--- src/rtl/issue_stage.sv ---
`default_nettype none
// ============================================================================
// Module      : issue_stage
// Description : In-order dual-issue stage with register scoreboard and EX
//               pipeline register. Optional macro ISSUE_WB_BYPASS_EN lets
//               same-cycle writebacks release hazards (0-cycle wb-to-issue).
// Revision    : 1.0 - initial release
// ============================================================================
module issue_stage #(
    parameter int PAYLOAD_W  = 256,
    parameter int DUAL_ISSUE = 1
) (
    input  logic                 clk,
    input  logic                 rstn,
    input  logic                 flush,
    input  logic                 ex_stall,
    input  logic                 uop_valid0,
    input  logic                 uop_valid1,
    input  logic [4:0]           rd0,
    input  logic [4:0]           rj0,
    input  logic [4:0]           rk0,
    input  logic [4:0]           rd1,
    input  logic [4:0]           rj1,
    input  logic [4:0]           rk1,
    input  logic                 wr_rd0,
    input  logic                 wr_rd1,
    input  logic                 use_rj0,
    input  logic                 use_rk0,
    input  logic                 use_rj1,
    input  logic                 use_rk1,
    input  logic                 is_mem0,
    input  logic                 is_mem1,
    input  logic                 has_exc0,
    input  logic                 has_exc1,
    input  logic [PAYLOAD_W-1:0] payload0,
    input  logic [PAYLOAD_W-1:0] payload1,
    output logic [1:0]           read_en,
    output logic                 ex_valid0,
    output logic                 ex_valid1,
    output logic [PAYLOAD_W-1:0] ex_payload0,
    output logic [PAYLOAD_W-1:0] ex_payload1,
    output logic [4:0]           ex_rd0,
    output logic [4:0]           ex_rd1,
    input  logic                 wb_en0,
    input  logic                 wb_en1,
    input  logic [4:0]           wb_addr0,
    input  logic [4:0]           wb_addr1
);

    localparam logic        c_dual_en   = (DUAL_ISSUE != 0);
    localparam logic [31:0] c_r0_mask   = 32'hFFFF_FFFE;

    logic [31:0] r_busy;
    logic [31:0] w_clr;
    logic [31:0] w_set;
    logic [31:0] w_busy_chk;
    logic        w_haz0;
    logic        w_haz1;
    logic        w_pair;
    logic        w_can0;
    logic        w_can1;
    logic        w_set0;
    logic        w_set1;

    // Both ports naming the same register collapse into one bit.
    always_comb begin
        w_clr = '0;
        if (wb_en0) w_clr[wb_addr0] = 1'b1;
        if (wb_en1) w_clr[wb_addr1] = 1'b1;
    end

`ifdef ISSUE_WB_BYPASS_EN
    assign w_busy_chk = r_busy & ~w_clr;
`else
    assign w_busy_chk = r_busy;
`endif

    // busy[0] is held at zero, so r0 operands never raise a hazard.
    assign w_haz0 = (use_rj0 & w_busy_chk[rj0]) | (use_rk0 & w_busy_chk[rk0]) |
                    (wr_rd0 & w_busy_chk[rd0]);
    assign w_haz1 = (use_rj1 & w_busy_chk[rj1]) | (use_rk1 & w_busy_chk[rk1]) |
                    (wr_rd1 & w_busy_chk[rd1]);

    assign w_pair = wr_rd0 & (rd0 != 5'd0) &
                    ((use_rj1 & (rj1 == rd0)) | (use_rk1 & (rk1 == rd0)) |
                     (wr_rd1 & (rd1 == rd0)));

    assign w_can0 = uop_valid0 & ~flush & ~ex_stall & (has_exc0 | ~w_haz0);
    assign w_can1 = w_can0 & c_dual_en & uop_valid1 & ~has_exc0 & ~has_exc1 &
                    ~w_haz1 & ~w_pair & ~(is_mem0 & is_mem1);

    assign read_en = {w_can1, w_can0};

    assign w_set0 = w_can0 & wr_rd0 & ~has_exc0 & (rd0 != 5'd0);
    assign w_set1 = w_can1 & wr_rd1 & ~has_exc1 & (rd1 != 5'd0);

    always_comb begin
        w_set = '0;
        if (w_set0) w_set[rd0] = 1'b1;
        if (w_set1) w_set[rd1] = 1'b1;
    end

    // Sets are applied after clears so a new writer keeps the register busy.
    always_ff @(posedge clk or negedge rstn) begin
        if (!rstn) begin
            r_busy <= '0;
        end else if (flush) begin
            r_busy <= '0;
        end else begin
            r_busy <= ((r_busy & ~w_clr) | w_set) & c_r0_mask;
        end
    end

    always_ff @(posedge clk or negedge rstn) begin
        if (!rstn) begin
            ex_valid0   <= 1'b0;
            ex_valid1   <= 1'b0;
            ex_payload0 <= '0;
            ex_payload1 <= '0;
            ex_rd0      <= 5'd0;
            ex_rd1      <= 5'd0;
        end else if (flush) begin
            ex_valid0   <= 1'b0;
            ex_valid1   <= 1'b0;
        end else if (!ex_stall) begin
            ex_valid0   <= w_can0;
            ex_valid1   <= w_can1;
            ex_payload0 <= payload0;
            ex_payload1 <= payload1;
            ex_rd0      <= (wr_rd0 && !has_exc0) ? rd0 : 5'd0;
            ex_rd1      <= (wr_rd1 && !has_exc1) ? rd1 : 5'd0;
        end
    end

endmodule
`default_nettype wire

--- config.mk ---
export PLATFORM = sky130hd
export DESIGN_NAME = issue_stage
export DESIGN_NICKNAME = d
export VERILOG_FILES = /design/src/rtl/issue_stage.sv
export SDC_FILE = /design/constraint.sdc
export NUM_CORES = 1
export LEC_CHECK = 0
export ABC_AREA = 1
export CAP_MARGIN = 20
export CORE_AREA = 2 2 424 426
export DETAILED_ROUTE_END_ITERATION = 10
export DIE_AREA = 0 0 426 428
export PLACE_DENSITY_LB_ADDON = 0.3
export RECOVER_POWER = 100
export SETUP_SLACK_MARGIN = 0.5
export SKIP_LAST_GASP = 1
export SYNTH_ARGS = -nofsm -noshare
export SYNTH_HDL_FRONTEND = slang
export SYNTH_SLANG_ARGS = --single-unit
--- constraint.sdc ---
create_clock -name clk -period 2 [get_ports clk]
set_input_delay 0.2 -clock clk [delete_from_list [all_inputs] [get_ports clk]]
set_output_delay 0.2 -clock clk [all_outputs]
set_load 0.02 [all_outputs]
==> results of run 1 <==
## worst paths after layout
check / from / end / cells after the start
min in group asynchronous: rstn / ex_payload1[141] / 2
max in group asynchronous: rstn / ex_payload0[53] / 4
max reg2reg: r_busy[26] / r_busy[28] / 16
min reg2reg: ex_payload0[170] / ex_payload0[170] / 1
max: r_busy[17] / read_en[1] / 16
min: payload1[54] / ex_payload1[54] / 2
## timing repair
action                                  4_1_cts  5_1_grt
setup buffers                                29       10
gates cloned                                  1        2
hold buffers                                  1        0
endpoints found under the setup margin      559      494
pin swaps                                    10       25
resized for setup                          1285      657
endpoints found under the hold margin       555        0
## power by group through the flow
| stage | combinational, mW | clock (mW) | sequential (mW) |
|---|---|---|---|
| after CTS | 10.6 | 13.7 | 14.0 |
| after global routing | 9.76 | 14.2 | 14.0 |
| final | 9.30 | 13.3 | 13.9 |
| after global placement | 10.4 | 0 | 14.0 |
| after floorplan | 2.12 | 0 | 15.7 |
| after detailed placement | 10.4 | 0 | 14.0 |
## worst max-delay path: cells and delay by family, from the launching register on
family,cells,cell delay [ns]
buffers and inverters,4,0.46
flip-flops,1,0.49
AND/OR/NAND/NOR,10,0.73
AO/OA/AOI/OAI,2,0.25
## through the flow
| stage | hold WS, ns | setup slack (ns) | instance area, sq um |
|---|---|---|---|
| 3_3_place_gp | 0.206 | -0.811 | 40100 |
| 5_1_grt | 0.0637 | -0.991 | 41100 |
| 3_5_place_dp | 0.205 | -0.841 | 40100 |
| 2_1_floorplan | -0.0956 | 0.219 | 24400 |
| 6_report | 0.111 | -0.800 | 41100 |
| 4_1_cts | 0.0262 | -0.874 | 43100 |
## state kept, by name (all words and copies together), names as in the netlist
register and count:
ex_payload1 256, ex_rd0 5, ex_valid1 1, ex_rd1 5
r_busy 31, ex_payload0 256, ex_valid0 1
## logic make-up after synthesis
| kind of cell | share of synthesized area (%) |
|---|---|
| xor gates and xnor gates | 0.0362 |
| muxes | 23.8 |
| DFF | 57.4 |
| buffers and inverters | 4.51 |
| AOI/OAI and AO/OA | 3.97 |
| and+or+nand+nor | 10.3 |
## layout make-up
| cell class | count | share of cell area (%) |
|---|---|---|
| clock buffers | 102 | 5.05 |
| multi-input cells | 1247 | 22.6 |
| repair buffers | 1402 | 29.3 |
| inverters | 141 | 1.33 |
| well taps | 2355 | 7.16 |
| diodes | 18 | 0.109 |
| clock inverters | 24 | 0.736 |
| flip-flops and latches | 555 | 33.8 |
## layer usage
layer / track usage, % / vias to the layer above / wire length, um
li1: - / 9823 / -
met1: 17.6 / 11300 / 53600
met2: 26.6 / 894 / 71500
met3: 4.66 / 270 / 11100
met4: 3.67 / 34 / 4370
met5: 0 / - / 222
## cell usage in the layout (no fill, tap or decap), drive strengths merged
master / instances
a21oi: 78
a221o: 7
a31o: 1
a31oi: 1
buf: 317
bufinv: 3
clkbuf: 401
clkdlybuf4s50: 766
clkinv: 17
clkinvlp: 4
dfrtp: 555
diode: 18
dlygate4sd3: 20
inv: 141
mux2: 512
nand2: 243
nand3: 99
nand3b: 2
nand4: 62
nor2: 110
nor3: 44
o211ai: 11
o21ai: 73
o221ai: 1
o22ai: 2
xor2: 1
==> results summary, run 1 <==
The core footprint is around 180000 sq um. In the synthesized netlist, the cells that appear most often are dfrtp_1 (555), mux2_2 (512), nand2_1 (240). The initial antenna violation count is 61.

The checks that failed: negative setup slack. The max-slew headroom at the worst pin came out at between 10 and 15%. Across the run, the number of max-cap violations was 0.

The share of the cycle needed by the critical path after routing is 140%. In the post-synthesis netlist, the cell with the most instances is dfrtp_1. The largest incremental delay on the critical path came out at around 0.49 ns. The combinational share of power is about a quarter.

The area share of the largest cell type after synthesis came out at a little under three fifths. The number of slew-limit violations in the final report is 0. The clock insertion delay at the later pin of the skew report came out at 0.67 ns. The net switching share of the total power is ~32%.

The mean number of vias per cell came out at between 3 and 4. By area the synthesized netlist is led by dfrtp_1 (57%), mux2_2 (24%), nand2_1 (3.7%), inv_1 (2.1%), nand3_1 (2.0%). The total detailed-routing wirelength came out at 141000 um. The final critical path time including I/O delays and setup came out at approximately 2.8 ns.

The slowest stage of the critical path belongs to the cell dfrtp_2. Among all flip-flop cells after synthesis, the most frequent one is dfrtp_1. The setup check on the worst reg-to-reg path leaves a slack of -0.40 ns. The worst supply voltage drop on vdd came out at between 0.6 and 0.7 mV. The data arrival time of the critical path came out at approximately 2.6 ns.

Setup repair after global routing could not meet its margin everywhere. The via count of the first global-routing pass came to ~23000. The final cell count without fillers came out at slightly below 6000.

The number of DRC violations after detailed routing came out at 0. The maximum clock frequency is between 300 and 400 MHz. Summing the sequential cell areas from Yosys gives a little under three fifths of the chip area. After the last flow step, the layout net total stands at ~4000.

From bottom edge to top edge, the die measures 428 um. The final design utilization is a little under a quarter. The analysis attributes to net switching a power of roughly 12 mW. Along the worst path, the maximum fanout reaches 5. The aggregate global-route resource usage came out at around 15%. The final-report setup violation count is between 200 and 300. The setup TNS came out at -23.35 ns. The number of warnings issued by yosys came out at 0. The biggest area contributor in the post-synthesis netlist is dfrtp_1. The first global-routing pass estimated a little under 200000 um of wire. TritonCTS built the clock tree.

The detailed router placed between 20000 and 25000 vias in this run. The number of placement rows came out at between 150 and 200. The worst min-delay path category is in2reg. The total global routing overflow came out at 0.

The clock network fraction of total power is 36.5%. The I/O pin total came out at 1096. The combined area of the multi-input logic cells came out at 9290 sq um. The final hold violation count is 0. The number of buffers created by CTS came out at 73. The worst setup path is captured at a primary output. After synthesis, the share of flip-flops with an asynchronous set or reset is 100%. The floorplan die width came out at about 430 um. The transition time at the pin with the least slew margin is 1.29 ns. The starting DRC count in detailed routing is between 1500 and 2000. Dividing the detail-routed wire length by the instance count gives 24.1 um. The clock passes through at most 3 buffers. The cell-internal power came out at approximately 25 mW. The clock skew came out at around 0.017 ns. The area growth from synthesis to final layout is 70.0%. The final worst slack came out at -0.800 ns. The fraction of final layout cells with drive strength greater than 1 came out at around 30%.

The type of the setup path with the least slack is reg2out. The worst setup path is launched from a register. The congestion estimate from routability-driven global placement came to 0.951. The number of placed instances with taps included came out at 5657. The floorplan die area is ~180000 sq um.

Entering global routing, the biggest net connects 67 pins. The count of input and output buffers came out at around 1100. The post-synthesis instance total is around 2100.

For this design the static power due to leakage is about 17 nW. The first-pass detailed-route iteration total came out at 7. In this run, distinct cell masters in the synthesized netlist total 34.

Walking the worst path, the cells encountered are buf_6 > nand2_2 > o21ai_1 > nand2_1 > nand2_1 > nand2_1 > nand2_1 > nor2_1 > nand2_1 > nand2_2 > nand3_4 > a21oi_4 > buf_12 > nand2_4 > inv_2 > buf_6. The cell area that synthesis handed to floorplanning was approximately 24000 sq um. In this run the clock root is driven by a clkbuf_16. The number of nets in the synthesized netlist came out at 2624. After filler insertion, the fill cell instance count of the layout stands at 19400. The power share of the sequential group came out at 38.0%. The power density normalized to cell area came out at 886 nW/um^2. The tree built by TritonCTS fans out to 555 sinks. After layout, the design draws a total of 36.4 mW.

The critical path required time is approximately 1.8 ns. The mean instance size in the synthesized netlist is 11.8 sq um. Synthesis inferred approximately 560 register bits. The clock tree synthesis step divided the H-tree into 3 levels. Clock-pin slew was measured on the worst setup and hold paths at 0.06 ns. Across the whole layout, storage elements account for about 14000 sq um. Yosys mapped a number of flops with a built-in enable equal to 0. The final antenna-violating net count came out at 0. Counting stages on the worst path, the most repeated cell is nand2_1. The initial cell density of the core is between 10% and 20%. The run finished, with violations left.

The estimated wirelength of the detail-placed design is about 120000 um.
(Power assumes the default switching activity.)
==> inputs of run 2 (changes only) <==
Settings changed: CAP_MARGIN 20 to 10.
==> results of run 2 <==
The final DEF is identical to that of run 1; final timing and power are the same.
==> patch, RTL diff (settings of run 2) <==
Add a define of `ISSUE_WB_BYPASS_EN`.
--- a/src/rtl/issue_stage.sv
+++ b/src/rtl/issue_stage.sv
@@ -6,6 +6,8 @@
 //               same-cycle writebacks release hazards (0-cycle wb-to-issue).
 // Revision    : 1.0 - initial release
 // ============================================================================
+`define ISSUE_WB_BYPASS_EN
+
 module issue_stage #(
     parameter int PAYLOAD_W  = 256,
     parameter int DUAL_ISSUE = 1
Check against the original RTL: not equivalent (Yosys sat finds a counterexample within 4 cycles, from zero or initial values and one cycle with rstn low).
==> patch against run 2 <==
- utilization rose by 2.6 points
- the flow still finishes with violations (setup timing)
- die area did not move
- routed wire length rose by 14%
- final cell count rose by 26%
- setup slack improved by 0.028 ns
- synthesized area rose by 0.82%
- design area rose by 11%
- total power barely moved
- largest power group is now clock
- sequential cell count did not move
==> patch: results (changes against run 2) <==
- Worst-case hold slack: 0.07677 ns (was 0.1109 ns)
- Static leakage: 0.02160 uW (was 0.01674 uW)
* Sequential cell area: 13890 um^2 (was 13900 um^2)
- Multi-input combinational cell count: 2371 (was 1247)
- The slack of the worst reg-to-reg path came to -0.64 ns (was -0.40 ns).
- The start of the worst register-to-register path is r_busy[9] (was r_busy[26]).
- The number of antenna repair diodes was 5 (was 18).
* Internal power component: 24340 uW (was 24740 uW)
* Cell type of the slowest stage on the worst timing path: sky130_fd_sc_hd__clkdlybuf4s15_1 (was sky130_fd_sc_hd__dfrtp_2)
- The detailed placement HPWL was 127800 um (was 115300 um).
* Inverter count of the layout excluding clock inverters: 101 (was 141)
- Proportion of synthesized chip area in sequential cells: 56.93% (was 57.40%)
- Data arrival time of the critical path: 2.57 ns (was 2.60 ns)
- The delay of the slowest cell on the worst path was 0.35 ns (was 0.49 ns).
* Non-Clock Buffer Count: 1859 (was 1402)
- The first-pass GRT wire length was 223600 um (was 193200 um).
- The number of setup violations in the final report is 329 (was 257).
- The global placement routability congestion came to 0.9732 (was 0.9509).
- Cell variety after synth: 31 (was 34)
- The proportion of cell area spent on the clock network came to 5.293% (was 5.784%).
- The critical hold path startpoint is payload1[116] (was payload1[54]).
* Drt initial violations: 2306 (was 1566)
* Fill cell total of the finished layout: 19.71k (was 19.37k)
* GR Util All Layers: 17.17% (was 15.08%)
- The final worst-path setup slack came to -0.7719 ns (was -0.8000 ns).
- Total of clock buffers placed in the layout: 110 (was 102)
- The count of TritonRoute iterations in the first routing pass was 5 (was 7).
* Leading cell types by total area after synthesis: sky130_fd_sc_hd__dfrtp_1 57%, sky130_fd_sc_hd__nand2_1 28%, sky130_fd_sc_hd__nand3_1 4.5%, sky130_fd_sc_hd__nor2_1 3.1%, sky130_fd_sc_hd__clkbuf_1 2.1% (was sky130_fd_sc_hd__dfrtp_1 57%, sky130_fd_sc_hd__mux2_2 24%, sky130_fd_sc_hd__nand2_1 3.7%, sky130_fd_sc_hd__inv_1 2.1%, sky130_fd_sc_hd__nand3_1 2.0%)
- The fraction of layout cells with a size suffix above 1 is 14.78% (was 29.50%).
- The number of global-route vias before repair was 28.79k (was 22.95k).
* Sum Neg Setup Slack: -46.47 ns (was -23.35 ns)
* Worst hold stages: 3 (was 2)
- Failing checks: setup timing (unchanged).
* Outcome: finished with violations (unchanged)
- Terminating pin of the worst hold path: ex_payload1[116] (was ex_payload1[54])
- The number of antenna violations at the first check in global routing is 21 (was 61).
* Worst Reg2Reg Path Length in Cells: 22 (was 16)
- The later-pin clock latency in the skew report was 0.69 ns (was 0.67 ns).
* Slew of the pin with the lowest slew margin: 1.101 ns (was 1.287 ns)
==> patch: cell count changes in the layout (fill, tap and decap cells not counted), sizes merged, moves of 69 or more <==
cell | run 2 | this run
a21oi | 78 | 9
buf | 317 | 446
dlygate4sd3 | 20 | 339
mux2 | 512 | 0
nand2 | 243 | 1808
nand3 | 99 | 221
nor2 | 110 | 204
==> patch: repair_timing <==
action | in CTS | in global routing
pin swaps | 23 | 45
gates cloned | 1 | 1
hold buffers | 311 | 0
hold endpoints to repair | 801 | 0
endpoints found under the setup margin | 559 | 500
setup buffers | 49 | 50
gates resized for setup | 1585 | 710
==> patch: logic make-up after synthesis <==
kind of cell    after synthesis  share of synthesized area, %
buf+inv                     260                         4.088
simple gates               2310                         37.53
flops                       555                         56.93
compound gates               57                         1.303
xor+xnor                      4                        0.1436
==> patch: power groups by stage <==
stage / registers (uW) / clock network [uW] / logic [uW]
floorplan: 15100 / 0 / 1760
global placement: 13500 / 0 / 9660
detailed placement: 13600 / 0 / 9640
CTS: 13500 / 14100 / 10500
global route: 13600 / 14500 / 9970
finish: 13400 / 13600 / 9370
==> patch: routing by layer <==
layer	GRT usage (%)	part of all wire, %	wire length, um
met5	0	0	0
met4	4.860	2.9	4733
met3	3.926	6.9	11020
met2	29.34	49	79210
met1	21.42	41	65630
==> patch: per-stage QoR <==
step	setup WS, ns	area, um^2	cells
2_1_floorplan	0.009840	24660	3186
3_3_place_gp	-1.652	41160	6829
3_5_place_dp	-1.612	41160	6829
4_1_cts	-0.8282	47670	7318
5_1_grt	-0.8489	45830	7372
6_report	-0.7719	45840	7374
